<file path="src/rtl/swervolf_irq_router_if.sv">
// Wishbone slave bundle for the interrupt router: 5-bit byte address, 32-bit data,
// registered read data and a single-cycle ack.
interface swervolf_irq_router_if;
    logic [4:0]  adr;
    logic [31:0] dat;
    logic [3:0]  sel;
    logic        we;
    logic        cyc;
    logic        stb;
    logic [31:0] rdt;
    logic        ack;

    modport master (output adr, dat, sel, we, cyc, stb, input rdt, ack);
    modport slave  (input adr, dat, sel, we, cyc, stb, output rdt, ack);
endinterface

</file>
<file path="src/rtl/swervolf_irq_router.sv">
// Routes N_SRC peripheral interrupts onto IRQ3/IRQ4, one source per line through claim/complete.
// Define IRQ_ROUTER_TIMEOUT_EN to add the per-line in-service watchdog and sticky STATUS bits.
module swervolf_irq_router #(
    parameter int N_SRC          = 4,
    parameter int TIMEOUT_CYCLES = 65535
) (
    input  logic                 i_clk,
    input  logic                 i_rst,
    input  logic [N_SRC-1:0]     i_src,
    swervolf_irq_router_if.slave wb,
    output logic                 o_irq3,
    output logic                 o_irq4
);
    localparam logic [1:0] S_IDLE    = 2'd0;
    localparam logic [1:0] S_ASSERT  = 2'd1;
    localparam logic [1:0] S_SERVICE = 2'd2;

    logic [N_SRC-1:0]      src_d, pending, enable, route, edge_en, set_v, clr_v;
    logic [1:0][N_SRC-1:0] cand;
    logic [1:0][1:0]       state;
    logic [1:0][4:0]       rec_id, win_id;
    logic [1:0]            win_vld, take, done, tmo, status;
    logic [2:0]            word;
    logic                  acc, wr, rd;
    logic [31:0]           rdata;
    logic                  unused_bits;

    assign word = wb.adr[4:2];
    assign acc  = wb.cyc & wb.stb & ~wb.ack;
    assign wr   = acc & wb.we & wb.sel[0];
    assign rd   = acc & ~wb.we;

    // Level sources set every cycle they are high; edge sources only on a 0->1 step.
    assign set_v   = i_src & (~edge_en | ~src_d);
    assign cand[0] = pending & enable & ~route;
    assign cand[1] = pending & enable & route;

    always_comb begin
        for (int l = 0; l < 2; l++) begin
            win_vld[l] = 1'b0;
            win_id[l]  = '0;
            for (int i = N_SRC - 1; i >= 0; i--) begin
                if (cand[l][i]) begin
                    win_vld[l] = 1'b1;
                    win_id[l]  = 5'(i);
                end
            end
            take[l] = rd && (word == 3'(4 + l)) && (state[l] == S_ASSERT) && win_vld[l];
            done[l] = wr && (word == 3'(4 + l)) && (state[l] == S_SERVICE)
                      && (wb.dat[4:0] == rec_id[l] + 5'd1);
        end
    end

    always_comb begin
        clr_v = '0;
        for (int l = 0; l < 2; l++)
            if (take[l]) clr_v = clr_v | (N_SRC'(1) << win_id[l]);
    end

    always_comb begin
        rdata = '0;
        case (word)
            3'd0: rdata[N_SRC-1:0] = pending;
            3'd1: rdata[N_SRC-1:0] = enable;
            3'd2: rdata[N_SRC-1:0] = route;
            3'd3: rdata[N_SRC-1:0] = edge_en;
            3'd4: if (take[0]) rdata[4:0] = win_id[0] + 5'd1;
            3'd5: if (take[1]) rdata[4:0] = win_id[1] + 5'd1;
            3'd6: rdata[1:0] = status;
            default: ;
        endcase
    end

    always_ff @(posedge i_clk) begin
        if (i_rst) begin
            src_d   <= '0;
            pending <= '0;
            enable  <= '0;
            route   <= '0;
            edge_en <= '0;
            wb.ack  <= 1'b0;
            wb.rdt  <= '0;
        end else begin
            src_d   <= i_src;
            pending <= (pending & ~clr_v) | set_v;
            wb.ack  <= wb.cyc & wb.stb & ~wb.ack;
            if (rd) wb.rdt <= rdata;
            if (wr) begin
                case (word)
                    3'd1: enable  <= wb.dat[N_SRC-1:0];
                    3'd2: route   <= wb.dat[N_SRC-1:0];
                    3'd3: edge_en <= wb.dat[N_SRC-1:0];
                    default: ;
                endcase
            end
        end
    end

    always_ff @(posedge i_clk) begin
        if (i_rst) begin
            state  <= '0;
            rec_id <= '0;
        end else begin
            for (int l = 0; l < 2; l++) begin
                case (state[l])
                    S_IDLE:
                        if (win_vld[l]) state[l] <= S_ASSERT;
                    S_ASSERT:
                        if (take[l]) begin
                            state[l]  <= S_SERVICE;
                            rec_id[l] <= win_id[l];
                        end else if (!win_vld[l]) begin
                            state[l] <= S_IDLE;
                        end
                    S_SERVICE:
                        if (done[l] || tmo[l]) state[l] <= S_IDLE;
                    default:
                        state[l] <= S_IDLE;
                endcase
            end
        end
    end

`ifdef IRQ_ROUTER_TIMEOUT_EN
    localparam int CW = (TIMEOUT_CYCLES < 2) ? 1 : $clog2(TIMEOUT_CYCLES + 1);
    logic [1:0][CW-1:0] cnt;

    // A completion landing on the expiry cycle wins; the watchdog does not fire.
    always_comb begin
        for (int l = 0; l < 2; l++)
            tmo[l] = (state[l] == S_SERVICE) && !done[l] && (cnt[l] == CW'(TIMEOUT_CYCLES - 1));
    end

    always_ff @(posedge i_clk) begin
        if (i_rst) begin
            cnt    <= '0;
            status <= '0;
        end else begin
            for (int l = 0; l < 2; l++) begin
                if (take[l])                     cnt[l] <= '0;
                else if (state[l] == S_SERVICE)  cnt[l] <= cnt[l] + 1'b1;
                status[l] <= tmo[l] | (status[l] & ~(wr && (word == 3'd6) && wb.dat[l]));
            end
        end
    end
`else
    assign tmo    = '0;
    assign status = '0;
`endif

    assign o_irq3 = (state[0] == S_ASSERT);
    assign o_irq4 = (state[1] == S_ASSERT);

    assign unused_bits = ^{wb.adr[1:0], wb.sel[3:1], wb.dat, (TIMEOUT_CYCLES != 0)};
endmodule

</file>
<file path="src/flat_wrapper.sv">
// flat-port wrapper written by rule: the top's interface ports become plain ports
module swervolf_irq_router_flat 
#(
    parameter int N_SRC          = 4,
    parameter int TIMEOUT_CYCLES = 65535
)
  (i_clk, i_rst, i_src, o_irq3, o_irq4, wb_adr, wb_dat, wb_sel, wb_we, wb_cyc, wb_stb, wb_rdt, wb_ack);
  swervolf_irq_router_if wb_i ();
  input  logic i_clk;
  input  logic i_rst;
  input  logic [N_SRC-1:0] i_src;
  output logic o_irq3;
  output logic o_irq4;
  input wire logic [$bits(wb_i.adr)-1:0] wb_adr;
  input wire logic [$bits(wb_i.dat)-1:0] wb_dat;
  input wire logic [$bits(wb_i.sel)-1:0] wb_sel;
  input wire logic [$bits(wb_i.we)-1:0] wb_we;
  input wire logic [$bits(wb_i.cyc)-1:0] wb_cyc;
  input wire logic [$bits(wb_i.stb)-1:0] wb_stb;
  output wire logic [$bits(wb_i.rdt)-1:0] wb_rdt;
  output wire logic [$bits(wb_i.ack)-1:0] wb_ack;
  assign wb_i.adr = wb_adr;
  assign wb_i.dat = wb_dat;
  assign wb_i.sel = wb_sel;
  assign wb_i.we = wb_we;
  assign wb_i.cyc = wb_cyc;
  assign wb_i.stb = wb_stb;
  assign wb_rdt = wb_i.rdt;
  assign wb_ack = wb_i.ack;
  swervolf_irq_router #(.N_SRC(N_SRC), .TIMEOUT_CYCLES(TIMEOUT_CYCLES)) u_core (.i_clk(i_clk), .i_rst(i_rst), .i_src(i_src), .wb(wb_i), .o_irq3(o_irq3), .o_irq4(o_irq4));
endmodule
</file>
<file path="config.mk">
export PLATFORM = sky130hd
export DESIGN_NAME = swervolf_irq_router_flat
export DESIGN_NICKNAME = d
export VERILOG_FILES = /design/src/rtl/swervolf_irq_router_if.sv /design/src/rtl/swervolf_irq_router.sv /design/src/flat_wrapper.sv
export SDC_FILE = /design/constraint.sdc
export NUM_CORES = 1
export LEC_CHECK = 0
export BUFFER_PORTS_ARGS = -buffer_cell sky130_fd_sc_hd__buf_2
export CORE_UTILIZATION = 40
export CTS_CLUSTER_SIZE = 25
export DETAILED_ROUTE_END_ITERATION = 10
export PLACE_DENSITY = 0.69
export SYNTH_ARGS = -nofsm -noshare
export SYNTH_HDL_FRONTEND = slang
export SYNTH_SLANG_ARGS = --single-unit
</file>
<file path="constraint.sdc">
create_clock -name i_clk -period 2.5 [get_ports i_clk]
set_clock_uncertainty 0.1 [all_clocks]
set_input_delay 0.125 -clock i_clk [delete_from_list [all_inputs] [get_ports i_clk]]
set_output_delay 0.125 -clock i_clk [all_outputs]
set_load 0.01 [all_outputs]
</file>
==> reports/metrics.yaml, run 1 <==
placed_design:
  hpwl_um: 3098
  gp_congestion: 0.8176
  place_inst: 301
  dp_slack_ns: 0.2877
  placed_cell_area_um2: 2066
  port-buffer-count: 24
worst_setup_path:
  worstPathRequired_ns: 2.58
  worstRegToRegCells: 7
  crit_buf_inv: 1
  path_class: "reg -> reg"
  reg2reg_from: "u_core.pending[2]"
  startpoint_type: "flop"
  r2r_setup_slack_ns: 0.29
  crit_family: "compound AO/OA/AOI/OAI gates"
  crit_start: "u_core.pending[2]"
  crit_slowest_cell: "dfxtp_1"
  path_max_fanout: 5
  crit_chain: "and3b_2 -> and2b_2 -> o22ai_1 -> inv_1 -> ha_1 -> a22o_1 -> o221a_1"
  endpoint_kind: "flop"
  cp.arrival_ns: 2.30
  r2r-end: "u_core.wb.rdt[2]"
  cp_slowest_stage_delay_ns: 0.39
yosys:
  synth_top_area_cell: "dfxtp_1"
  yosys_warnings: 0
  synth_flop_cell: "dfxtp_1"
  synth_compound_area_share_pct: 10.01
  synth-edff-count: 0
  synthXorXnorAreaFrac_pct: 2.612
  syn_avg_cell_area_um2: 9.187
  syn_area_um2: 2012
  ys_seq_area_share_pct: 32.84
  synth_top_family_by_area: "simple AND/OR/NAND/NOR gates"
  synthMuxAreaShare_pct: 11.82
  ys_async_sr_fraction_pct: 0
  synth_seq_cells: 33
  syn_inst: 219
  synthSimpleGateAreaFrac_pct: 22.33
  synth.area.top_cells: "dfxtp_1 33%, buf_4 10%, mux2i_1 7.0%, ha_1 6.2%, nor2_1 4.7%"
  synth_fa_ha_area_share_pct: 6.219
  synth.distinct_cells: 46
  synth_top_area_share_pct: 32.84
global_routing:
  grt_pass1_vias: 1354
  grt_usage_pct: 16.65
  grt.overflow.total: 0
  grt_max_degree: 29
  grt_pass1_wl_um: 6589
  antenna_found_initial: 0
clock_network:
  cts_tree: "yes"
  clock_latency_ns: 0.29
  cts_resized: 0
  post_cts_buffers: 0
  clkTransAtPathRegs_ns: 0.07
  htreeDepth: 2
  numCtsBuffers: 5
  clk_path_buf_depth: 2
  cts.sinks: 33
  root_buffer: "clkbuf_8"
  cts_hold_buf: 0
sta:
  fin_setup_tns_ns: 0
  relSlewSlack_pct: 54.30
  setup_slack_ns: 0.2878
  rsz0062_at_grt: "no"
  max_freq_mhz: 452.0
  timing.final.crit_period_ns: 2.212
  period_share_pct: 88.49
  setup_viol: 0
  hold_viol: 0
  worst_pin_slew_ns: 0.6798
  drv_slew: 0
finish:
  fin_cells: 309
  drive_above_1_share_pct: 18.60
  layout_common_cells: "33 x dfxtp_1, 28 x conb_1, 25 x nor2_1, 24 x buf_2"
  fin_util_pct: 44.89
  nets: 301
  layout_commonest_cell: "dfxtp_1"
  syn_to_final_growth_pct: 6.779
  antenna_cells: 0
  final_area_um2: 2148
  fill_cells: 487
die:
  die_y_um: 72.92
  io_pins: 85
  start_util_pct: 42.04
  die_w_um: 72.92
  num_rows: 25
  die_area_um2: 5317
  core_area_um2: 4786
hold_path:
  hold_end: "u_core.src_d[3]"
  min_path_type: "in -> reg"
  holdPathStages: 2
  hp-start: "i_src[3]"
routing:
  vias: 1537
  drc: 0
  finalWirelength_um: 4092
  wl_per_cell_um: 13.24
  dr.pass1.iters: 8
  ant_nets: 0
  drt-vias-per-instance: 4.974
  drtIter0Drc: 108
status:
  status: "finished clean"
pwr:
  vdd_drop_max_v: 0.0003488
  pwr_density_cell_nw_per_um2: 480.1
  p_leak_nw: 0.9868
flow_run:
  drv_cap: 0
-- per-stage QoR --
stage	hold WS (ns)	total power, W
2_1_floorplan	0.1689	0.0006512
3_3_place_gp	0.2969	0.0006494
4_1_cts	0.003959	0.001039
5_1_grt	0.005864	0.001073
3_5_place_dp	0.3027	0.0006512
6_report	0.004869	0.001031
-- registers in the layout (all words and copies together) (netlist names) --
signal	cells
u_core.edge_en	4
u_core.enable	4
u_core.pending	4
u_core.rec_id	4
u_core.route	4
u_core.src_d	4
u_core.state	4
u_core.wb.ack	1
u_core.wb.rdt	4
-- area by class of cell --
type / instances / area [µm²] / area share [%]
clock buffers: 6 / 72.57 / 3.378
flip-flops and latches: 33 / 660.6 / 30.75
repair buffers: 24 / 120.1 / 5.591
well taps: 67 / 83.83 / 3.902
clock inverters: 2 / 10.01 / 0.4659
inverters: 8 / 30.03 / 1.398
multi-input cells: 169 / 1171 / 54.51
-- metal layers --
layer  wire length [µm]  vias to the layer above  GRT usage, %
met1               2030                      707         23.67
met3                260                        8         3.867
met5                  0                        -             0
met4                 61                        0         6.536
li1                   -                      756             -
met2               1738                       66         24.30
-- power breakdown --
part           internal [W]  switching [W]
combinational     0.0000330      0.0000616
sequential         0.000537     0.00000862
clock              0.000193       0.000199
total              0.000763       0.000269
-- logic make-up after synthesis --
kind of cell / Yosys count
fa+ha+maj: 10
mux: 18
flops: 33
simple gates: 79
buf+inv: 44
other cells: 1
xor+xnor: 6
compound gates: 28
-- Yosys cell counts, types with 2 or more instances --
library cell / instances
mux4_2: 2
and3b_2: 2
and4_1: 2
mux4_1: 2
nor2b_1: 8
buf_4: 28
nor4_1: 2
a32o_1: 3
a222oi_1: 2
a22o_1: 2
nor3_1: 2
dfxtp_1: 33
or2_2: 3
a21oi_1: 5
xor2_1: 4
buf_2: 3
nand2_1: 14
xnor2_1: 2
nand2b_1: 2
ha_1: 10
mux2i_1: 14
nor2_1: 25
clkbuf_1: 3
a22oi_1: 4
o21ai_0: 4
nand3_1: 6
and3b_1: 3
inv_1: 8
a31oi_1: 3
a211oi_1: 2
-- how the worst max path moves through the flow --
stage	to	slack [ns]	cells after the start
floorplan	u_core.wb.rdt[2]	0.55	7
global placement	u_core.wb.rdt[2]	0.27	7
detailed placement	u_core.wb.rdt[2]	0.29	7
CTS	u_core.wb.rdt[2]	0.28	7
global route	u_core.wb.rdt[2]	0.15	7
finish	u_core.wb.rdt[2]	0.29	7
Note: power is estimated with default switching activity, not from simulation.
==> inputs of run 2 (changes only) <==
--- a/config.mk
+++ b/config.mk
@@ -7,8 +7,8 @@
 export LEC_CHECK = 0
 export BUFFER_PORTS_ARGS = -buffer_cell sky130_fd_sc_hd__buf_2
-export CORE_UTILIZATION = 40
+export CORE_UTILIZATION = 25
 export CTS_CLUSTER_SIZE = 25
 export DETAILED_ROUTE_END_ITERATION = 10
-export PLACE_DENSITY = 0.69
+export PLACE_DENSITY = 0.47
 export SYNTH_ARGS = -nofsm -noshare
 export SYNTH_HDL_FRONTEND = slang
==> constraint.sdc (replaced) <==
create_clock -name i_clk -period 2.5 [get_ports i_clk]
set_clock_uncertainty 0.1 [all_clocks]
set_input_delay 0.375 -clock i_clk [delete_from_list [all_inputs] [get_ports i_clk]]
set_output_delay 0.375 -clock i_clk [all_outputs]
set_load 0.01 [all_outputs]
==> reports/metrics.yaml, run 2 (synthesis results as in run 1) <==
worst_setup_path:
  r2r_setup_slack_ns: 0.22  # was 0.29 ns
  worstPathRequired_ns: 2.58  # about the same
  crit_slowest_cell: "dfxtp_1"  # unchanged
  path_max_fanout: 5  # unchanged
  worstRegToRegCells: 7  # unchanged
  r2r-end: "u_core.wb.rdt[2]"  # unchanged
  crit_chain: "and3b_2 -> and2b_2 -> o22ai_1 -> inv_1 -> ha_1 -> a22o_1 -> o221a_1"  # unchanged
  endpoint_kind: "flop"  # unchanged
  path_class: "reg -> reg"  # unchanged
  cp.arrival_ns: 2.36  # was 2.30 ns
  reg2reg_from: "u_core.enable[2]"  # was u_core.pending[2]
  cp_slowest_stage_delay_ns: 0.40  # was 0.39 ns
  startpoint_type: "flop"  # unchanged
  crit_start: "u_core.enable[2]"  # was u_core.pending[2]
placed_design:
  port-buffer-count: 24  # unchanged
  gp_congestion: 0.7559  # was 0.8176
  placed_cell_area_um2: 2140  # was 2066 µm²
  place_inst: 340  # was 301
  hpwl_um: 3638  # was 3098 µm
clock_network:
  cts_resized: 0  # unchanged
  numCtsBuffers: 5  # unchanged
  cts_tree: "yes"  # unchanged
  cts_hold_buf: 0  # unchanged
  root_buffer: "clkbuf_8"  # unchanged
  clock_latency_ns: 0.29  # about the same
  clk_path_buf_depth: 2  # unchanged
  clkTransAtPathRegs_ns: 0.07  # about the same
  htreeDepth: 2  # unchanged
  cts.sinks: 33  # unchanged
  post_cts_buffers: 0  # unchanged
routing:
  drc: 0  # unchanged
  dr.pass1.iters: 4  # was 8
  ant_nets: 0  # unchanged
  vias: 1546  # was 1537
  drtIter0Drc: 64  # was 108
  finalWirelength_um: 4648  # was 4092 µm
  drt-vias-per-instance: 4.443  # was 4.974
  wl_per_cell_um: 13.36  # was 13.24 µm
hold_path:
  holdPathStages: 2  # unchanged
  min_path_type: "in -> reg"  # unchanged
  hold_end: "u_core.src_d[3]"  # unchanged
  hp-start: "i_src[3]"  # unchanged
flow_run:
  drv_cap: 0  # unchanged
pwr:
  pwr_density_cell_nw_per_um2: 520.0  # was 480.1 nW/µm²
  vdd_drop_max_v: 0.0001913  # was 0.0003488 V
  p_leak_nw: 1.020  # was 0.9868 nW
global_routing:
  antenna_found_initial: 0  # unchanged
  grt.overflow.total: 0  # unchanged
  grt_usage_pct: 12.03  # was 16.65%
  grt_pass1_vias: 1452  # was 1354
  grt_pass1_wl_um: 7665  # was 6589 µm
  grt_max_degree: 18  # was 29
finish:
  fin_util_pct: 29.09  # was 44.89%
  layout_common_cells: "33 x dfxtp_1, 28 x conb_1, 25 x nor2_1, 24 x buf_2"  # unchanged
  layout_commonest_cell: "dfxtp_1"  # unchanged
  syn_to_final_growth_pct: 12.31  # was 6.779%
  antenna_cells: 0  # unchanged
  fin_cells: 348  # was 309
  drive_above_1_share_pct: 20.33  # was 18.60%
  nets: 305  # was 301
  final_area_um2: 2260  # was 2148 µm²
sta:
  drv_slew: 0  # unchanged
  fin_setup_tns_ns: 0  # unchanged
  setup_viol: 0  # unchanged
  period_share_pct: 91.28  # was 88.49%
  timing.final.crit_period_ns: 2.282  # was 2.212 ns
  max_freq_mhz: 438.2  # was 452.0 MHz
  hold_viol: 0  # unchanged
  rsz0062_at_grt: "no"  # unchanged
die:
  start_util_pct: 25.90  # was 42.04%
  die_w_um: 91.71  # was 72.92 µm
  die_y_um: 91.71  # was 72.92 µm
  io_pins: 85  # unchanged
  core_area_um2: 7767  # was 4786 µm²
  die_area_um2: 8411  # was 5317 µm²
  num_rows: 32  # was 25
status:
  status: "finished clean"  # unchanged
run 2: cell types whose count changed in the layout (fill, tap and decap cells not counted), sizes merged:
cell,previous run,this run
bufinv,0,1
clkinvlp,0,1
clkinv,2,0
buf,24,28
run 2: power by group:
group	internal (W)	switching (W)	leakage, nW
clock network	0.000324	0.000207	0.0574
logic	0.0000342	0.0000640	0.694
registers	0.000537	0.00000880	0.268
run 2: how the worst max path moves through the flow:
| stage | to | slack [ns] | cells past startpoint |
|---|---|---|---|
| 6_report | u_core.wb.rdt[2] | 0.22 | 7 |
| 5_1_grt | u_core.wb.rdt[2] | 0.05 | 7 |
| 4_1_cts | u_core.wb.rdt[2] | 0.23 | 7 |
| 3_5_place_dp | u_core.wb.rdt[2] | 0.24 | 7 |
| 3_3_place_gp | u_core.wb.rdt[2] | 0.25 | 7 |
| 2_1_floorplan | u_core.wb.rdt[2] | 0.55 | 7 |
run 2: per-stage QoR:
stage          power (W)  hold slack, ns  setup slack [ns]
4_1_cts         0.001190          0.2438            0.2304
3_5_place_dp   0.0006565          0.3567            0.2379
3_3_place_gp   0.0006553          0.3565            0.2510
6_report        0.001175          0.2501            0.2180
5_1_grt         0.001226          0.2519           0.05402
2_1_floorplan  0.0006512          0.3219            0.5523
run 2: worst max-delay path, delay by kind of cell (launching register included):
kind	cells	cell delay (ns)
AO/OA/AOI/OAI	3	0.82
AND/OR/NAND/NOR	2	0.47
buffers and inverters	1	0.15
flip-flops	1	0.40
adder cells (fa/ha/maj)	1	0.22
run 2: area by class of cell:
| type | instances | area, µm² |
|---|---|---|
| tap | 102 | 127.6 |
| clock inverter | 2 | 37.54 |
| fill | 859 | 5508 |
| timing repair buffer | 28 | 150.1 |
| inverter | 8 | 30.03 |
| sequential | 33 | 660.6 |
| clock buffer | 6 | 82.58 |
| multi-input combinational | 169 | 1171 |
run 2: per-layer routing:
metal	GRT usage (%)	wire, µm
met3	2.819	222
met1	17.29	2432
met5	0	0
met2	17.42	1939
met4	4.297	54
==> inputs of run 3 (changes only) <==
Settings changed: REMOVE_ABC_BUFFERS set to 1.
==> reports/metrics.yaml, run 3 (synthesis results as in run 1) <==
finish:
  drive_above_1_share_pct: 19.26  # was 20.33%
  layout_commonest_cell: "dfxtp_1"  # unchanged
  syn_to_final_growth_pct: 10.26  # was 12.31%
  antenna_cells: 0  # unchanged
  nets: 304  # was 305
  layout_common_cells: "33 x dfxtp_1, 28 x conb_1, 25 x nor2_1, 24 x buf_2"  # unchanged
worst_setup_path:
  startpoint_type: "flop"  # unchanged
  cp_slowest_stage_delay_ns: 0.38  # was 0.40 ns
  crit_chain: "and3b_2 -> and2b_2 -> o22ai_1 -> inv_1 -> ha_1 -> a22o_1 -> o221a_1"  # unchanged
  crit_slowest_cell: "dfxtp_1"  # unchanged
  crit_family: "compound AO/OA/AOI/OAI gates"  # unchanged
  crit_buf_inv: 1  # unchanged
  cp.arrival_ns: 2.25  # was 2.36 ns
  path_class: "reg -> reg"  # unchanged
  endpoint_kind: "flop"  # unchanged
  worstPathRequired_ns: 2.58  # about the same
  path_max_fanout: 5  # unchanged
placed_design:
  hpwl_um: 3585  # was 3638 µm
  gp_congestion: 0.7574  # was 0.7559
  port-buffer-count: 24  # unchanged
routing:
  ant_nets: 0  # unchanged
  drt-vias-per-instance: 4.462  # was 4.443
  drc: 0  # unchanged
  finalWirelength_um: 4632  # was 4648 µm
  wl_per_cell_um: 13.39  # was 13.36 µm
  dr.pass1.iters: 4  # unchanged
  vias: 1544  # was 1546
  drtIter0Drc: 65  # was 64
pwr:
  p_sw_share_pct: 24.77  # was 23.83%
  clkPwrFrac_pct: 38.7  # was 45.2%
  combPwrFrac_pct: 9.2  # was 8.4%
  power_frac_seq_pct: 52.0  # was 46.4%
  power_switching_w: 0.0002596  # was 0.0002800 W
  pwr_density_cell_nw_per_um2: 472.5  # was 520.0 nW/µm²
  vdd_drop_max_v: 0.0001341  # was 0.0001913 V
  p_leak_nw: 1.003  # was 1.020 nW
  total_power_w: 0.001048  # was 0.001175 W
  internal_power_w: 0.0007885  # was 0.0008950 W
global_routing:
  antenna_found_initial: 0  # unchanged
  grt_max_degree: 29  # was 18
  grt.overflow.total: 0  # unchanged
  grt_pass1_wl_um: 7624  # was 7665 µm
  grt_pass1_vias: 1455  # was 1452
  grt_usage_pct: 11.88  # was 12.03%
sta:
  timing.final.crit_period_ns: 2.172  # was 2.282 ns
  hold_viol: 0  # unchanged
  drv_slew: 0  # unchanged
  max_freq_mhz: 460.5  # was 438.2 MHz
  worst_pin_slew_ns: 0.5388
  period_share_pct: 86.87  # was 91.28%
  setup_viol: 0  # unchanged
  rsz0062_at_grt: "no"  # unchanged
  relSlewSlack_pct: 64.08
  fin_setup_tns_ns: 0  # unchanged
clock_network:
  htreeDepth: 2  # unchanged
  cts_resized: 0  # unchanged
  clock_latency_ns: 0.29  # about the same
  post_cts_buffers: 0  # unchanged
  clkTransAtPathRegs_ns: 0.07  # about the same
  cts.sinks: 33  # unchanged
  cts_hold_buf: 0  # unchanged
  root_buffer: "clkbuf_8"  # unchanged
  cts_tree: "yes"  # unchanged
  clk_path_buf_depth: 2  # unchanged
  numCtsBuffers: 5  # unchanged
die:
  die_w_um: 91.71  # unchanged
  num_rows: 32  # unchanged
  core_area_um2: 7767  # unchanged
  die_y_um: 91.71  # unchanged
  io_pins: 85  # unchanged
  start_util_pct: 25.90  # unchanged
  die_area_um2: 8411  # unchanged
hold_path:
  min_path_type: "in -> reg"  # unchanged
flow_run:
  drv_cap: 0  # unchanged
status:
  status: "finished clean"  # unchanged
run 3: cell count changes in the layout (fill, tap and decap cells not counted), sizes merged:
cell / change
buf: -1
bufinv: -1
clkbuf: +1
clkinvlp: -1
run 3: final cells by class:
| class | count | area [µm²] |
|---|---|---|
| clock buffer | 7 | 86.33 |
| fill | 830 | 5549 |
| inverter | 8 | 30.03 |
| multi-input combinational | 169 | 1171 |
| sequential | 33 | 660.6 |
| tap | 102 | 127.6 |
| timing repair buffer | 27 | 142.6 |
run 3: routing by layer:
layer	track usage, %	part of all wire (%)	vias up
met2	19.99	46	48
met1	14.71	48	730
li1	-	-	761
met4	3.906	1.4	0
met5	0	0	-
met3	3.151	4.1	5
run 3: worst paths after layout:
kind	slack, ns	depth (start not counted)	from	to
worst max-delay path	0.33	7	u_core.enable[2]	u_core.wb.rdt[2]
worst min-delay path	0.24	2	i_src[3]	u_core.src_d[3]
worst max register to register	0.33	7	u_core.enable[2]	u_core.wb.rdt[2]
worst min register to register	0.38	2	u_core.src_d[1]	u_core.pending[1]
run 3: power groups by stage:
stage | logic, W | registers (W) | clock network (W)
finish | 0.0000968 | 0.000545 | 0.000406
global route | 0.000108 | 0.000546 | 0.000439
CTS | 0.0000973 | 0.000545 | 0.000418
detailed placement | 0.0000970 | 0.000557 | 0
global placement | 0.0000962 | 0.000557 | 0
floorplan | 0.0000535 | 0.000555 | 0
run 3: metrics by stage:
step                hold slack [ns]  area (µm²)  instances  utilization [%]  setup slack (ns)
global route                 0.2559        2218        346            28.56            0.2096
finish                       0.2380        2218        346            28.56            0.3283
global placement             0.3520        2132        339            27.45            0.2956
CTS                          0.2399        2218        346            28.56            0.2948
floorplan                    0.3215        1862        210                -            0.5523
detailed placement           0.3624        2132        339            27.45            0.3017
